===== src/rtl/bip_pkg.sv =====
// Shared definitions for the BIP control unit: default widths, opcode
// constants, accumulator source encoding, FSM state type and the bundle of
// decoded control signals.
package bip_pkg;

  localparam int PC_W_DEF  = 11;
  localparam int OPC_W_DEF = 5;

  // Opcodes
  localparam logic [4:0] OP_HLT  = 5'b00000;
  localparam logic [4:0] OP_STO  = 5'b00001;
  localparam logic [4:0] OP_LD   = 5'b00010;
  localparam logic [4:0] OP_LDI  = 5'b00011;
  localparam logic [4:0] OP_ADD  = 5'b00100;
  localparam logic [4:0] OP_ADDI = 5'b00101;
  localparam logic [4:0] OP_SUB  = 5'b00110;
  localparam logic [4:0] OP_SUBI = 5'b00111;

  // Accumulator source select
  localparam logic [1:0] SEL_A_MEM = 2'd0;
  localparam logic [1:0] SEL_A_IMM = 2'd1;
  localparam logic [1:0] SEL_A_ALU = 2'd2;

  typedef enum logic [1:0] {
    ST_IDLE  = 2'd0,
    ST_FETCH = 2'd1,
    ST_EXEC  = 2'd2,
    ST_HALT  = 2'd3
  } state_t;

  typedef struct packed {
    logic [1:0] sel_a;
    logic       sel_b;
    logic       alu_op;
    logic       wr_acc;
    logic       wr_ram;
    logic       rd_ram;
  } ctrl_t;

  localparam ctrl_t CTRL_NONE = ctrl_t'(7'b0000000);

endpackage


===== src/rtl/bip_decoder.sv =====
// Combinational opcode decoder: turns an opcode into the datapath control
// bundle and flags the halt instruction. Unknown opcodes decode as NOP.
module bip_decoder
  import bip_pkg::*;
#(
  parameter int OPC_W = OPC_W_DEF
) (
  input  logic [OPC_W-1:0] i_opc,
  output ctrl_t            o_ctrl,
  output logic             o_is_hlt
);

  // Opcode to control-signal lookup
  always_comb begin
    o_ctrl   = CTRL_NONE;
    o_is_hlt = 1'b0;
    case (i_opc)
      OPC_W'(OP_HLT): begin
        o_is_hlt = 1'b1;
      end
      OPC_W'(OP_STO): begin
        o_ctrl.wr_ram = 1'b1;
      end
      OPC_W'(OP_LD): begin
        o_ctrl.rd_ram = 1'b1;
        o_ctrl.wr_acc = 1'b1;
        o_ctrl.sel_a  = SEL_A_MEM;
      end
      OPC_W'(OP_LDI): begin
        o_ctrl.wr_acc = 1'b1;
        o_ctrl.sel_a  = SEL_A_IMM;
      end
      OPC_W'(OP_ADD): begin
        o_ctrl.rd_ram = 1'b1;
        o_ctrl.wr_acc = 1'b1;
        o_ctrl.sel_a  = SEL_A_ALU;
        o_ctrl.sel_b  = 1'b0;
        o_ctrl.alu_op = 1'b1;
      end
      OPC_W'(OP_ADDI): begin
        o_ctrl.wr_acc = 1'b1;
        o_ctrl.sel_a  = SEL_A_ALU;
        o_ctrl.sel_b  = 1'b1;
        o_ctrl.alu_op = 1'b1;
      end
      OPC_W'(OP_SUB): begin
        o_ctrl.rd_ram = 1'b1;
        o_ctrl.wr_acc = 1'b1;
        o_ctrl.sel_a  = SEL_A_ALU;
        o_ctrl.sel_b  = 1'b0;
        o_ctrl.alu_op = 1'b0;
      end
      OPC_W'(OP_SUBI): begin
        o_ctrl.wr_acc = 1'b1;
        o_ctrl.sel_a  = SEL_A_ALU;
        o_ctrl.sel_b  = 1'b1;
        o_ctrl.alu_op = 1'b0;
      end
      default: begin
        o_ctrl   = CTRL_NONE;
        o_is_hlt = 1'b0;
      end
    endcase
  end

endmodule


===== src/rtl/bip_control.sv =====
// BIP control unit: IDLE/FETCH/EXEC/HALT sequencer with program counter and
// instruction register. Control outputs are registered; they are loaded at
// the edge that enters EXEC (together with the instruction register) so they
// are valid for exactly the EXEC cycle. halted rises in the EXEC cycle of a
// HLT and stays high in HALT until rst.
// Optional feature: define BIP_CONTROL_CYCLE_CNT_EN to add a saturating
// 32-bit cycle_count output counting FETCH and EXEC cycles.
module bip_control
  import bip_pkg::*;
#(
  parameter int PC_W  = PC_W_DEF,
  parameter int OPC_W = OPC_W_DEF
) (
  input  logic                  clk,
  input  logic                  rst,
  input  logic                  start,
  input  logic [OPC_W+PC_W-1:0] instr,
  output logic [PC_W-1:0]       pc_addr,
  output logic [PC_W-1:0]       operand,
  output logic [1:0]            sel_a,
  output logic                  sel_b,
  output logic                  alu_op,
  output logic                  wr_acc,
  output logic                  wr_ram,
  output logic                  rd_ram,
  output logic                  halted
`ifdef BIP_CONTROL_CYCLE_CNT_EN
  ,
  output logic [31:0]           cycle_count
`endif
);

  localparam logic [PC_W-1:0] PC_ONE = {{(PC_W-1){1'b0}}, 1'b1};

  state_t                  r_state;
  logic [PC_W-1:0]         r_pc;
  logic [OPC_W+PC_W-1:0]   r_ir;
  ctrl_t                   r_ctrl;
  logic                    r_halted;

  ctrl_t                   w_ctrl;
  logic                    w_is_hlt;
  logic                    w_ir_hlt;

  bip_decoder #(
    .OPC_W (OPC_W)
  ) u_decoder (
    .i_opc    (instr[OPC_W+PC_W-1:PC_W]),
    .o_ctrl   (w_ctrl),
    .o_is_hlt (w_is_hlt)
  );

  assign w_ir_hlt = (r_ir[OPC_W+PC_W-1:PC_W] == OPC_W'(OP_HLT));

  // Sequencer, PC, instruction register and registered control outputs
  always_ff @(posedge clk) begin
    if (rst) begin
      r_state  <= ST_IDLE;
      r_pc     <= '0;
      r_ir     <= '0;
      r_ctrl   <= CTRL_NONE;
      r_halted <= 1'b0;
    end else begin
      case (r_state)
        ST_IDLE: begin
          r_ctrl   <= CTRL_NONE;
          r_halted <= 1'b0;
          if (start) begin
            r_state <= ST_FETCH;
          end
        end
        ST_FETCH: begin
          // Latch the word addressed during FETCH and its decode together
          r_ir     <= instr;
          r_ctrl   <= w_ctrl;
          r_halted <= w_is_hlt;
          r_state  <= ST_EXEC;
        end
        ST_EXEC: begin
          r_ctrl <= CTRL_NONE;
          if (w_ir_hlt) begin
            r_halted <= 1'b1;
            r_state  <= ST_HALT;
          end else begin
            r_halted <= 1'b0;
            r_pc     <= r_pc + PC_ONE;
            r_state  <= ST_FETCH;
          end
        end
        ST_HALT: begin
          r_ctrl   <= CTRL_NONE;
          r_halted <= 1'b1;
        end
        default: begin
          r_state  <= ST_IDLE;
          r_ctrl   <= CTRL_NONE;
          r_halted <= 1'b0;
        end
      endcase
    end
  end

  assign pc_addr = r_pc;
  assign operand = r_ir[PC_W-1:0];
  assign sel_a   = r_ctrl.sel_a;
  assign sel_b   = r_ctrl.sel_b;
  assign alu_op  = r_ctrl.alu_op;
  assign wr_acc  = r_ctrl.wr_acc;
  assign wr_ram  = r_ctrl.wr_ram;
  assign rd_ram  = r_ctrl.rd_ram;
  assign halted  = r_halted;

`ifdef BIP_CONTROL_CYCLE_CNT_EN
  logic [31:0] r_cycle_cnt;

  // Count active (FETCH/EXEC) cycles, saturating at all-ones
  always_ff @(posedge clk) begin
    if (rst) begin
      r_cycle_cnt <= 32'd0;
    end else if (((r_state == ST_FETCH) || (r_state == ST_EXEC)) &&
                 (r_cycle_cnt != 32'hFFFF_FFFF)) begin
      r_cycle_cnt <= r_cycle_cnt + 32'd1;
    end else begin
      r_cycle_cnt <= r_cycle_cnt;
    end
  end

  assign cycle_count = r_cycle_cnt;
`endif

endmodule


===== config.mk =====
export PLATFORM = sky130hd
export DESIGN_NAME = bip_control
export DESIGN_NICKNAME = d
export VERILOG_FILES = /design/src/rtl/bip_pkg.sv /design/src/rtl/bip_decoder.sv /design/src/rtl/bip_control.sv
export SDC_FILE = /design/constraint.sdc
export NUM_CORES = 1
export LEC_CHECK = 0
export BUFFER_PORTS_ARGS = -buffer_cell sky130_fd_sc_hd__buf_2
export CAP_MARGIN = 5
export CORE_MARGIN = 5
export CORE_UTILIZATION = 40
export DETAILED_ROUTE_END_ITERATION = 10
export SETUP_SLACK_MARGIN = 0.4
export SYNTH_ARGS = -nofsm -noshare
export SYNTH_HDL_FRONTEND = slang
export SYNTH_SLANG_ARGS = --single-unit

===== constraint.sdc =====
create_clock -name clk -period 4.4 [get_ports clk]
set_input_delay 1.32 -clock clk [delete_from_list [all_inputs] [get_ports clk]]
set_output_delay 1.32 -clock clk [all_outputs]
set_load 0.005 [all_outputs]

# Word level (Yosys, flattened, before mapping)
# Index checks and enable logic that the tools add are counted.
[op_classes]
n_addsub = 1
eq_ne = 11
n_mux = 12
bitwise = 1
n_reduce_logical = 10
[ops]
columns = ["cell", "n"]
rows = [
  ["== test 5 x 3 -> 1 bit, second input constant", 4],
  ["case mux 7 bit (2 select lines)", 1],
  ["case mux 2 bit (3 select lines)", 2],
  ["adder 11 x 1 -> 11 bit, second input constant", 1],
  ["== test 5 x 2 -> 1 bit, second input constant", 2],
  ["logical NOT 5 bit", 2],
  ["OR reduction 3 bit", 2],
  ["OR reduction 6 bit", 1],
  ["== test 5 x 1 -> 1 bit, second input constant", 1],
  ["2-to-1 mux 1 bit", 5],
  ["== test 2 bit, second input constant", 2],
  ["2-to-1 mux 2 bit", 2],
  ["case mux 1 bit (4 select lines)", 1],
  ["case mux 2 bit (2 select lines)", 1],
  ["AND reduction 2 bit", 2],
  ["OR reduction 4 bit", 1],
  ["nonzero test 3 bit", 1],
  ["== test 2 x 1 -> 1 bit, second input constant", 1],
  ["logical NOT 2 bit", 1],
  ["inequality test 2 bit, second input constant", 1],
  ["NOT 1 bit", 1],
]
[word_totals]
regBits = 37
input_bits = 19
out_inout_bits = 30

# Depth between registers and ports, before layout
[depth]
ltp_word = 4
depth_mapped = 6
depth_no_buf = 6

# Modules after synthesis
# From an unflattened synthesis, not the netlist that was laid out.
[unflattened]
hier_cells = 167
hier_area_um2 = 1634.1
[by_module_without_submodules]
columns = ["mod", "instances", "cells_each", "area_per_inst_um2", "seq_area_each_um2"]
rows = [
  ["bip_control", 1, 157, 1564.0, 740.7],
  ["bip_decoder", 1, 10, 70.1, 0.0],
]

# Worst setup path after synthesis
# OpenSTA, ideal clock, no wires.
[synth_timing]
path_type = "in2reg"
from = "input port rst"
to = "register r_ctrl (netlist bit rd_ram)"
setup_ps = 65
arrival_ps = 2036
t_required_ps = 4335
setup_slack_ps = 2299
cell_stages = 4
n_path_buf = 0
cell_sequence = "nand2b_1 > nor4_1 > nor2b_1 > nor2b_1"
[synth_rtl]
columns = ["item", "line_no", "source"]
rows = [
  ["start: declaration", "bip_control.sv:15", "input logic rst,"],
  ["end signal: assignment", "bip_control.sv:75", "r_ctrl <= w_ctrl;"],
  ["end: declaration", "bip_control.sv:38", "ctrl_t r_ctrl;"],
]

==> run_results.csv <==
group,metric,value,unit
status,result_of_the_run,"completed",
detailed_routing,wl_per_cell,13.2,um
worst_setup_path,cp_data_arrival_time,2.72,ns
timing,clock-skew-final,0.00608,ns
detailed_routing,via_count,1245,
yosys,synth_largest_type_area_fraction,46.9,%
placed_design,io_buffers,48,
cts,clk_pin_slew,0.07,ns
yosys,synthesized_cell_area,1580,sq um
detailed_routing,drc,0,
worst_setup_path,cp_max_fo,32,
cts,holdBufCountCts,0,
yosys,yosys_warnings,0,
layout,layout.core_utilization,49.4,%
cts,clock_tree.buffer_depth,2,
yosys,synth-seq-cells,37,
cts,clkLatencyLatePin,0.27,ns
timing,finalWorstPathRequiredPeriod,2.53,ns
cts,cts.root.buffer_cell,"clkbuf_8",
layout,fin_nets,223,
global_route,grt_pass1_vias,1272,
floorplanning,floorplan.core_area,3740,sq um
global_route,grt_usage,12.7,%
timing,tns,0,ns
hold_path,min_path_type,"register to register",
yosys,synth-edff-count,0,
job,drv.max_cap_violation_count,0,
timing,period_share,57.6,%
detailed_routing,drt_pass1_iterations,4,
floorplanning,die_w,72.9,um
timing,maxSlewViolCount,0,
power,power.density_cell_area,383,nW/um^2
yosys,asr_flop_ratio_synth,0,%
cts,postCtsSetupRepairBufs,0,
cts,clock_tree.htree_level_count,2,
yosys,ys_types,35,
worst_setup_path,critical_path_required,4.59,ns
timing,grt_setup_unrepaired,"no",
timing,worst_slew_pin_slew,0.990,ns
cts,cts_made_buffers,5,
timing,slew-limit-headroom,34.0,%
floorplanning,floorplan.initialDensity,42.2,%
yosys,synth-main-ff-cell,"dfxtp_1",
floorplanning,io_pins,49,
detailed_routing,antenna_violating_nets_post_route,0,
detailed_routing,routed_wl,3270,um
yosys,netlist.top_cell.by_area,"dfxtp_1",
timing,finalHoldViolCount,0,
worst_setup_path,critical_path_class,"primary input to register",
power,peakVddDrop,211,uV
cts,tritoncts,"yes",
floorplanning,die_area,5310,sq um
global_route,global_route_wire_length_before_repair,5380,um
yosys,seq_area_frac_synth,46.9,%
placed_design,place_area,1770,sq um
yosys,synth_area_per_cell,9.88,sq um
floorplanning,die_h,72.9,um
detailed_routing,drt_iter0_markers,55,
layout,area_delta_synth_final,17.0,%
detailed_routing,viasPerCell,5.04,
global_route,grt_max_degree,33,
layout,final_layout_size_suffix_gt1_share,30.2,%
yosys,post_synth_main_area_contributors,"dfxtp_1 (47%), mux2i_1 (11%), nor2_1 (5.7%)",
global_route,grt_antenna_before_repair,0,
worst_setup_path,worstSetupEndpointType,"register",
global_route,globalRoute.totalOverflow,0,
yosys,synth.net_count,185,
power,power.leakage,0.835,nW
floorplanning,num_rows,22,
placed_design,detailedPlacementHpwl,2470,um
cts,cts_resized,0,
timing,timing.final.setup_violations,0,
timing,hold_slack,0.498,ns
worst_setup_path,critPathLaunchType,"primary input",
layout,diodes,0,
cts,numClockSinks,37,
yosys,postSynthCellCount,160,
timing,max_freq,0.395,GHz
placed_design,routabilityCongestion,0.834,
layout,fin_area,1850,sq um
cell type report:
type,count,area [sq um]
clock buffers,6,72.6
clock inverters,2,10.0
fillers,390,1890
inverters,2,7.51
multi-input cells,104,718
flip-flops and latches,37,741
well taps,48,60.1
repair buffers,48,240
cells in the final DEF, fill, tap and decap left out, types with 2 or more instances in the layout:
cell type / synthesis / final
a21oi_1: 7 / 7
and3_1: 3 / 3
buf_2: 1 / 48
clkbuf_8: 0 / 5
clkinv_2: 0 / 2
dfxtp_1: 37 / 37
ha_1: 6 / 6
inv_1: 2 / 2
mux2i_1: 17 / 17
nand2_1: 4 / 4
nand2b_1: 2 / 2
nand4_1: 4 / 4
nor2_1: 24 / 24
nor2b_1: 5 / 5
nor3_1: 2 / 2
o211ai_1: 2 / 2
o21ai_0: 4 / 4
o31ai_1: 3 / 3
or3_1: 3 / 3
or4_1: 3 / 3
xor2_1: 3 / 3
logic make-up after synthesis:
logic type / synth area share, %
fa+ha+maj: 4.75
simple gates: 18.4
flops: 46.9
compound gates: 8.23
xor+xnor: 1.66
mux: 12.4
buf+inv: 7.68
sequential cells by signal, summed over array words and instances, names as in the netlist:
| register | cells |
|---|---|
| sel_b | 1 |
| r_ir | 16 |
| pc_addr | 11 |
| halted | 1 |
| r_state | 2 |
| sel_a | 2 |
| wr_ram | 1 |
| wr_acc | 1 |
| rd_ram | 1 |
| alu_op | 1 |
synthesized netlist by cell type, drive strengths merged, types with 4 or more instances:
cell type  count
nand4          4
or4            4
o21ai          4
nand2          4
ha             6
nor2          25
dfxtp         37
nor2b          5
buf           14
a21oi          7
mux2i         17
worst paths after layout:
check	endpoint	cells after the start	start	slack [ns]
worst max-delay path	sel_a[0]	5	rst	1.87
worst min-delay path	r_ir[5]	2	r_ir[5]	0.50
worst max register to register	halted	5	r_state[1]	2.46
worst min register to register	r_ir[5]	2	r_ir[5]	0.50
metrics by stage:
step,power (mW),std cells,worst slack [ns]
2_1_floorplan,0.473,160,2.30
3_3_place_gp,0.492,239,1.73
3_5_place_dp,0.498,239,1.63
4_1_cts,0.721,247,1.91
5_1_grt,0.748,247,1.69
6_report,0.709,247,1.87
metal layers:
layer / global-route usage, % / share of wire (%)
met1: 13.0 / 39
met2: 23.7 / 53
met3: 3.17 / 5.7
met4: 6.15 / 1.4
met5: 0 / 0
critical path: stages:
cell and delay, ns:
buf_2 0.28, nand2b_1 0.24, nor4_1 0.50, nand2_1 0.15, nor3b_1 0.22
power breakdown:
group	switching, mW	leakage, nW	internal (mW)	total [mW]
clock network	0.110	0.0450	0.110	0.220
logic	0.0613	0.490	0.0582	0.119
registers	0.0137	0.300	0.356	0.370
Power figures use the tool's default switching activity.
